$ cat config.mk
export PLATFORM = sky130hd
export DESIGN_NAME = handshake_initiator
export DESIGN_NICKNAME = d
export VERILOG_FILES = /design/src/rtl/handshake_initiator.sv
export SDC_FILE = /design/constraint.sdc
export NUM_CORES = 1
export LEC_CHECK = 0
export CAP_MARGIN = 25
export CORE_UTILIZATION = 40
export CTS_BUF_LIST = sky130_fd_sc_hd__clkbuf_16
export DETAILED_ROUTE_END_ITERATION = 6
export MAX_ROUTING_LAYER = met4
export PLACE_DENSITY = 0.69
export SLEW_MARGIN = 5
export SYNTH_ARGS = -nofsm -noshare
export SYNTH_HDL_FRONTEND = slang
export SYNTH_SLANG_ARGS = --single-unit
export TNS_END_PERCENT = 100
$ cat constraint.sdc
create_clock -name clk -period 3.9 [get_ports clk]
set_input_delay 0.78 -clock clk [delete_from_list [all_inputs] [get_ports clk]]
set_output_delay 0.78 -clock clk [all_outputs]
set_load 0.02 [all_outputs]
$ cat src/rtl/handshake_initiator.sv
// Four-phase bundled-data initiator: accepts words from a synchronous
// valid/ready producer and delivers each one to an asynchronous receiver
// with a req/ack four-phase handshake, guarded by a per-phase timeout.
module handshake_initiator #(
  parameter int unsigned DW           = 8,
  parameter int unsigned SETUP_CYCLES = 2,
  parameter int unsigned TIMEOUT      = 255
) (
  input  logic          clk,
  input  logic          rst,
  input  logic          in_valid,
  input  logic [DW-1:0] in_data,
  output logic          in_ready,
  output logic          req,
  output logic [DW-1:0] data,
  input  logic          ack,
  output logic          busy,
  output logic          timeout_err,
  input  logic          clr_err
);

  typedef enum logic [2:0] {
    IDLE   = 3'd0,
    SETUP  = 3'd1,
    REQ_HI = 3'd2,
    REQ_LO = 3'd3,
    ERR    = 3'd4
  } state_e;

  // Setup count loaded at acceptance; the last wait-count value before timeout.
  localparam logic [3:0]  SETUP_LOAD = 4'(SETUP_CYCLES);
  localparam logic [15:0] WAIT_LAST  = 16'(TIMEOUT - 1);

  state_e        state_q, state_d;
  logic          ack_meta_q, ack_s_q;
  logic [DW-1:0] data_q, data_d;
  logic [3:0]    setup_cnt_q, setup_cnt_d;
  logic [15:0]   wait_cnt_q, wait_cnt_d;
  logic          req_q, req_d;
  logic          terr_q, terr_d;
  logic          wait_hit;

  // Two-flop synchronizer: ack is asynchronous, only ack_s_q is ever used.
  always_ff @(posedge clk or posedge rst) begin
    if (rst) begin
      ack_meta_q <= 1'b0;
      ack_s_q    <= 1'b0;
    end else begin
      ack_meta_q <= ack;
      ack_s_q    <= ack_meta_q;
    end
  end

  // Next-state, payload, counter and flag logic for the handshake FSM.
  always_comb begin
    state_d     = state_q;
    data_d      = data_q;
    setup_cnt_d = setup_cnt_q;
    wait_cnt_d  = wait_cnt_q;
    terr_d      = terr_q;
    wait_hit    = (wait_cnt_q == WAIT_LAST);

    case (state_q)
      IDLE: begin
        // in_ready is 1 here, so in_valid alone means acceptance.
        if (in_valid) begin
          data_d      = in_data;
          setup_cnt_d = SETUP_LOAD;
          state_d     = SETUP;
        end else begin
          state_d = IDLE;
        end
      end
      SETUP: begin
        if (setup_cnt_q != 4'd0) begin
          setup_cnt_d = setup_cnt_q - 4'd1;
        end else begin
          setup_cnt_d = 4'd0;
        end
        // Raise req once the bundling delay has elapsed, but never on a
        // stale ack still high from a previous (possibly reset) transfer.
        if ((setup_cnt_q <= 4'd1) && !ack_s_q) begin
          state_d    = REQ_HI;
          wait_cnt_d = 16'd0;
        end else begin
          state_d = SETUP;
        end
      end
      REQ_HI: begin
        // The ack test comes first so a handshake on the timeout edge wins.
        if (ack_s_q) begin
          state_d    = REQ_LO;
          wait_cnt_d = 16'd0;
        end else if (wait_hit) begin
          state_d    = ERR;
          terr_d     = 1'b1;
          wait_cnt_d = 16'd0;
        end else begin
          wait_cnt_d = wait_cnt_q + 16'd1;
        end
      end
      REQ_LO: begin
        if (!ack_s_q) begin
          state_d    = IDLE;
          wait_cnt_d = 16'd0;
        end else if (wait_hit) begin
          state_d    = ERR;
          terr_d     = 1'b1;
          wait_cnt_d = 16'd0;
        end else begin
          wait_cnt_d = wait_cnt_q + 16'd1;
        end
      end
      ERR: begin
        // Only leave once the receiver has released ack, so the next
        // transfer cannot start against a stale acknowledge.
        if (clr_err && !ack_s_q) begin
          state_d = IDLE;
          terr_d  = 1'b0;
        end else begin
          state_d = ERR;
        end
      end
      default: begin
        state_d = IDLE;
      end
    endcase

    // req is registered from the next state, so it is a clean flop output.
    req_d = (state_d == REQ_HI);
  end

  // State, payload, counters, req and error flag registers.
  always_ff @(posedge clk or posedge rst) begin
    if (rst) begin
      state_q     <= IDLE;
      data_q      <= '0;
      setup_cnt_q <= 4'd0;
      wait_cnt_q  <= 16'd0;
      req_q       <= 1'b0;
      terr_q      <= 1'b0;
    end else begin
      state_q     <= state_d;
      data_q      <= data_d;
      setup_cnt_q <= setup_cnt_d;
      wait_cnt_q  <= wait_cnt_d;
      req_q       <= req_d;
      terr_q      <= terr_d;
    end
  end

  assign in_ready    = (state_q == IDLE);
  assign busy        = (state_q != IDLE);
  assign req         = req_q;
  assign data        = data_q;
  assign timeout_err = terr_q;

endmodule

### After elaboration in Yosys (flattened, before gate mapping)

Index checks and enable logic that the tools add are counted.

* word-level logic and storage cells: 55
* input port bits: 13
* output and inout bits: 12
* register bits after elaboration: 35

* equality and inequality tests: 11
* multiplexer cells: 20
* $add $sub $neg: 2
* reductions and logical operators: 13
* magnitude comparators: 1

Operator list (number)
* $mux 16: 4
* $pmux 16 s3: 1
* $add 16x1->16 const B: 1
* $eq 16x8->1 const B: 1
* $pmux 3 s5: 1
* $mux 3: 4
* $ne 2x2->1 const B: 5
* $eq 3x2->1 const B: 3
* $reduce_bool 3->1: 3
* $mux 4: 2
* $pmux 4 s2: 1
* $reduce_and 2->1: 3
* $mux 1: 5
* $le 4x1->1 const B: 1
* $reduce_and 4->1: 1
* $reduce_bool 4->1: 1
* $sub 4x1->4 const B: 1
* $eq 3x1->1 const B: 1
* $eq 3x3->1 const B: 1
* $logic_not 3->1: 1
* $pmux 1 s3: 1
* $logic_and 1x1->1: 2
* $mux 2: 1
* $reduce_bool 2->1: 1
* $logic_not 1->1: 1

### Depth between registers and ports, before layout

Gate-level depths: netlist (run 1).

* depth after elaboration: 5
* depth in mapped cells: 7
* depth with buffers taken out: 6

### Worst setup path after synthesis (run 1)

OpenSTA, ideal clock, no wires.

* path kind: register to output
* start: register state_q[0]
* end: output in_ready
* data required time: 3.120 ns
* stages on the path, launching flop included: 4
* buffers on the path: 1
* slack: 2.000 ns
* arrival: 1.120 ns
* cells stage by stage: dfrtp_1 > buf_6 > or3_1 > inv_2

* word-level cells in the longest chain between the ends: 1

RTL lines
* start: declaration: RTL line 34 `state_e state_q, state_d;`
* start signal: assignment: RTL line 143 `state_q <= state_d;`
* $logic_not 3->1: RTL line 152 `assign in_ready = (state_q == IDLE);`
* end: declaration: RTL line 13 `output logic in_ready,`

No other way between the ends.

### Final worst setup path (run 1)

Ends and elaborated chain as after synthesis.

==> results of run 1 <==
[cell type report]
| class | instances | area [um2] |
|---|---|---|
| clock buffer | 5 | 125 |
| clock inverter | 3 | 47.5 |
| fill | 390 | 2130 |
| inverter | 11 | 41.3 |
| multi-input combinational | 133 | 898 |
| sequential | 35 | 876 |
| tap | 52 | 65.1 |
| timing repair buffer | 27 | 263 |
[per-stage QoR]
step	total power, mW	utilization, %
floorplan	0.883	-
global placement	1.05	48.1
detailed placement	1.06	48.1
CTS	1.53	51.9
global route	1.61	52.1
finish	1.52	52.1
[routing by layer]
layer  wire length [um]  vias up  global-route usage (%)
met5                  0        -                       -
li1                   -      771                       -
met3                157       10                    3.13
met4                127        0                    11.6
met2               1790       41                    26.2
met1               1910      781                    25.3
[sequential cells by signal, summed over array words and instances, names as in the netlist]
register,count
ack_meta_q,1
ack_s_q,1
data,8
req,1
setup_cnt_q,4
state_q,3
timeout_err,1
wait_cnt_q,16
[cells in the final DEF (no fill, tap or decap), types with 2 or more instances in the layout]
cell type	synthesis	final
dfrtp_1	35	35
clkdlybuf4s50_1	0	24
a31oi_1	19	19
nand3_1	14	14
nand2_1	12	12
inv_1	10	10
mux2_2	8	8
nand4_1	7	7
nor2_1	6	6
o22ai_1	6	6
o21ai_0	6	6
clkbuf_16	0	5
nor3_1	4	4
nand3b_1	4	4
nor4_1	4	4
a21oi_1	4	4
nand2b_1	3	3
and3_1	3	3
o211ai_1	3	3
and4_1	2	2
or3_1	2	2
ha_1	2	2
buf_4	1	2
[how the worst max path moves through the flow]
| stage | end |
|---|---|
| after detailed placement | in_ready |
| final | in_ready |
| after CTS | in_ready |
| after global placement | in_ready |
| after floorplan | in_ready |
| after global routing | in_ready |
[where the power goes]
group / total, mW / switching [mW] / internal, mW / leakage [nW]
combinational: 0.531 / 0.286 / 0.245 / 0.410
sequential: 0.526 / 0.0818 / 0.444 / 0.453
clock: 0.467 / 0.163 / 0.305 / 0.0844
[logic make-up (layout without fill, tap and decap cells)]
logic type               after synthesis  in the layout  synth area share, %
multiplexers                           8              8                 4.76
flip-flops                            35             35                 46.3
AND/OR/NAND/NOR                       76             76                 25.1
AO/OA/AOI/OAI                         47             47                 16.3
adder cells (fa/ha/maj)                2              2                 1.32
buffers and inverters                 24             46                 6.28
==> flow_summary_export.csv, run 1 <==
group,metric,value,unit
status,status,"completed",
synth,synthCells,192,
power,cellPowerDensity,658,nW/um2
cts,cts_made_buffers,5,
sta,grt_setup_unrepaired,"false",
synth,ys_types,50,
worst_hold_path,min_delay_path_depth,0,
critical_path,r2r_end,"wait_cnt_q[11]$_DFFE_PP0P_",
sta,whs,0.352,ns
critical_path,reg2regPathDepth,6,
critical_path,path_buf_inv,2,
critical_path,arrival,1.85,ns
cts,cts_tree,"built",
placement,post-place-ws,1.58,ns
synth,ys_top_cells_by_area,"dfrtp_1 46%, a31oi_1 6.3%, mux2_2 4.8%, nand3_1 3.7%, nand2_1 2.4%",
route,drt_iter0_drc,121,
floorplanning,rows,24,
critical_path,crit_path_top_delay_cell,"clkdlybuf4s50_1",
critical_path,cp_slowest_stage_delay,0.59,ns
worst_hold_path,holdPathEnd,"ack_s_q$_DFF_PP0_",
synth,yosysMostFrequentCell,"dfrtp_1",
sta,worstMarginPinSlew,0.611,ns
synth,synth_top_area_share,46.3,%
floorplanning,start_util,42.6,%
worst_hold_path,min_from,"ack_meta_q$_DFF_PP0_",
grt,antenna_found_initial,0,
critical_path,worstPathRequired,3.12,ns
cells_and_area,fin_cells,266,
placement,port_buffers,24,
floorplanning,dieHeight,70.8,um
critical_path,crit_family,"buffers and inverters",
placement,gp_congestion,0.838,
sta,finalHoldViolCount,0,
synth,synth-warning-count,0,
sta,fin_tns_setup,0,ns
worst_hold_path,hold_class,"register to register",
synth,synth_flop_cell,"dfrtp_1",
synth,seq_area_frac_synth,46.3,%
cts,clockBufferDepth,2,
sta,fin_ws,1.27,ns
route,route.detailed.drc,0,
cells_and_area,final_area,2320,um2
grt,grt_util_all_layers,18.7,%
synth,synth-async-reset-ratio,100,%
critical_path,r2r_start,"wait_cnt_q[0]$_DFFE_PP0P_",
cells_and_area,drive_gt1_share,15.4,%
cts,holdBufCountCts,0,
sta,timing.final.crit_period,2.63,ns
placement,placed_cell_area,2140,um2
power,leakage,0.948,nW
sta,final-setup-viol-count,0,
sta,fin_crit_sh,67.5,%
run,cap_violations,0,
synth,synth_seq_cells,35,
synth,avgSynthCellArea,9.86,um2
cts,cts_setup_buffers,0,
route,drtPass1Iterations,6,
critical_path,critPathMaxFanout,11,
synth,syn_nets,207,
route,via_per_inst,6.03,
critical_path,cp.depth,3,
power,ir_drop,371,uV
cts,post_cts_resized,0,
cts,clk_pin_slew,0.06,ns
cells_and_area,area_growth_syn_to_layout,22.3,%
critical_path,critPathKind,"register to output pin",
placement,dp_hpwl,2.62,mm
route,ant_nets,0,
cells_and_area,num_antenna_cells,0,
cells_and_area,nets,228,
route,postRouteWirelength,3.98,mm
cts,clock_latency,0.29,ns
cts,root_buffer,"clkbuf_16",
synth,syn_area,1890,um2
sta,max_freq,0.380,GHz
sta,slew_viol_final,0,
synth,synth-edff-count,0,
grt,gr-total-overflow,0,
cts,htreeDepth,2,
floorplanning,ios,25,
floorplanning,dieArea,5010,um2
synth,yosys-top-cells-count,"35 x dfrtp_1, 19 x a31oi_1, 14 x nand3_1",
critical_path,reg2reg_slack,1.83,ns
floorplanning,core_area,4440,um2
critical_path,startpoint,"state_q[0]$_DFF_PP0_",
sta,skew,0.00652,ns
grt,grt_max_degree,36,
route,vias,1603,
grt,grt_pass1_wl,7.14,mm
synth,synth_top_area_cell,"dfrtp_1",
critical_path,crit_path_end_kind,"output pin",
grt,grt_pass1_vias,1513,
floorplanning,chipWidth,70.8,um
sta,slew_headroom,58.9,%
cts,clock_sinks,35,
route,wire_per_inst,15.0,um
placement,place_inst,257,
critical_path,path_cells,"or3_1 -> inv_2 -> clkdlybuf4s50_1",
critical_path,start_kind,"register",
(Power assumes the default switching activity.)
==> run 2, diff against run 1 <==
PLACE_DENSITY = 0.71   (was 0.69)
clock period = 2.4 ns   (was 3.9 ns; I/O delays follow)
==> flow_summary_export.csv, run 2 (synthesis gave the netlist of run 1 again) <==
group,metric,value,unit
cells_and_area,nets,230,
sta,max_freq,0.435,GHz
sta,slew_viol_final,0,
sta,skew,0.00866,ns
grt,grt_max_degree,36,
placement,gp_congestion,0.854,
cts,root_buffer,"clkbuf_16",
cells_and_area,final_common_cell,"dfrtp_1",
grt,antenna_found_initial,0,
power,leakage,0.938,nW
sta,timing.final.crit_period,2.30,ns
critical_path,path_buf_inv,2,
route,dr.max_layer_used,"met4",
cells_and_area,largest_register_ffs,16,
critical_path,critPathMaxFanout,8,
cells_and_area,utilization,51.8,%
cells_and_area,final_area,2300,um2
route,drtPass1Iterations,7,
sta,worstMarginPinSlew,0.518,ns
cells_and_area,num_antenna_cells,0,
power,ir_drop,557,uV
cts,clock_latency,0.28,ns
cells_and_area,multi_input_area,898,um2
cells_and_area,layout_common_cells,"34 x dfrtp_1, 24 x clkdlybuf4s50_1, 19 x a31oi_1, 14 x nand3_1, 12 x nand2_1",
worst_hold_path,hold_class,"register to register",
sta,whs,0.349,ns
sta,final-setup-viol-count,0,
route,vias,1563,
cells_and_area,drive_gt1_share,16.2,%
sta,finalHoldViolCount,0,
cts,cts_tree,"built",
placement,placed_cell_area,2150,um2
route,ant_nets,0,
cells_and_area,seqCellArea,877,um2
cells_and_area,fillCellCount,409,
critical_path,start_kind,"register",
grt,grt_pass1_wl,6.93,mm
floorplanning,dieArea,5010,um2
critical_path,crit_path_end_kind,"output pin",
status,status,"completed",
critical_path,cp_slowest_stage_delay,0.59,ns
route,drt_iter0_drc,153,
grt,gr-total-overflow,0,
sta,grt_setup_unrepaired,"false",
floorplanning,dieHeight,70.8,um
power,totalPowerFinal,2.36,mW
cts,cts_made_buffers,5,
critical_path,arrival,1.82,ns
cts,clk_pin_slew,0.06,ns
floorplanning,core_area,4440,um2
placement,dp_hpwl,2.70,mm
grt,grt_pass1_vias,1410,
cells_and_area,area_growth_syn_to_layout,21.6,%
critical_path,critPathKind,"register to output pin",
route,wl_met2,1.84,mm
route,wl_met1,1.99,mm
cts,clockBufferDepth,2,
cells_and_area,largest-register,"wait_cnt_q",
cts,clock_sinks,35,
cts,cts_setup_buffers,0,
critical_path,path_cells,"or3_1 -> inv_2 -> clkdlybuf4s50_1",
critical_path,crit_family,"buffers and inverters",
sta,fin_crit_sh,95.9,%
run,cap_violations,0,
route,via_per_inst,5.83,
floorplanning,start_util,42.6,%
sta,fin_tns_setup,0,ns
placement,port_buffers,24,
power,cellPowerDensity,1020,nW/um2
route,wire_per_inst,15.1,um
cts,htreeDepth,2,
floorplanning,rows,24,
route,wl_met3,188,um
critical_path,worstPathRequired,1.92,ns
sta,slew_headroom,65.4,%
route,route.detailed.drc,0,
grt,grt_util_all_layers,18.3,%
floorplanning,chipWidth,70.8,um
critical_path,crit_path_top_delay_cell,"clkdlybuf4s50_1",
floorplanning,ios,25,
route,postRouteWirelength,4.05,mm
==> run 2: cell types whose count changed in the layout (fill, tap and decap cells not counted), sizes merged <==
cell and change:
bufinv -1, clkinvlp +1, clkinv +1, inv -1, clkbuf -1, buf +3
==> run 2: path summary, 6_finish.rpt <==
| kind | start | to | slack [ns] | cells after the start |
|---|---|---|---|---|
| hold / removal | ack_meta_q$_DFF_PP0_ | ack_s_q$_DFF_PP0_ | 0.35 | 0 |
| setup / recovery | state_q[2]$_DFF_PP0_ | in_ready | 0.1 | 3 |
| setup reg to reg | wait_cnt_q[0]$_DFFE_PP0P_ | wait_cnt_q[3]$_DFFE_PP0P_ | 0.40 | 6 |
| hold reg to reg | ack_meta_q$_DFF_PP0_ | ack_s_q$_DFF_PP0_ | 0.35 | 0 |
| min in group asynchronous | rst | state_q[1]$_DFF_PP0_ | 0.60 | 3 |
| max in group asynchronous | rst | state_q[0]$_DFF_PP0_ | 1.47 | 3 |
==> run 2: repair_timing <==
| action | CTS | global route |
|---|---|---|
| endpoints found under the setup margin | 0 | 1 |
| hold buffers | 0 | 0 |
| gates resized for setup | 0 | 1 |
==> run 2: report_power, final <==
part	switching, mW	total, mW	internal (mW)
sequential	0.135	0.859	0.724
clock	0.245	0.627	0.382
combinational	0.471	0.872	0.401
==> run 2: metrics by stage <==
step / setup WS [ns] / cells
floorplan: 0.660 / 192
global placement: 0.402 / 259
detailed placement: 0.376 / 259
CTS: 0.0675 / 267
global route: 0.0169 / 268
finish: 0.0985 / 268
==> run 2: final cells by class <==
| type | instances | area share [%] |
|---|---|---|
| multi-input cells | 133 | 39.0 |
| flip-flops and latches | 35 | 38.1 |
| repair buffers | 29 | 12.0 |
| clock buffers | 5 | 5.43 |
| well taps | 52 | 2.83 |
| inverters | 11 | 1.79 |
| clock inverters | 3 | 0.870 |
==> run 2: per-layer routing <==
metal,track usage (%),vias to the layer above
li1,-,766
met5,-,-
met3,3.99,4
met1,25.0,744
met2,26.3,49
met4,8.00,0
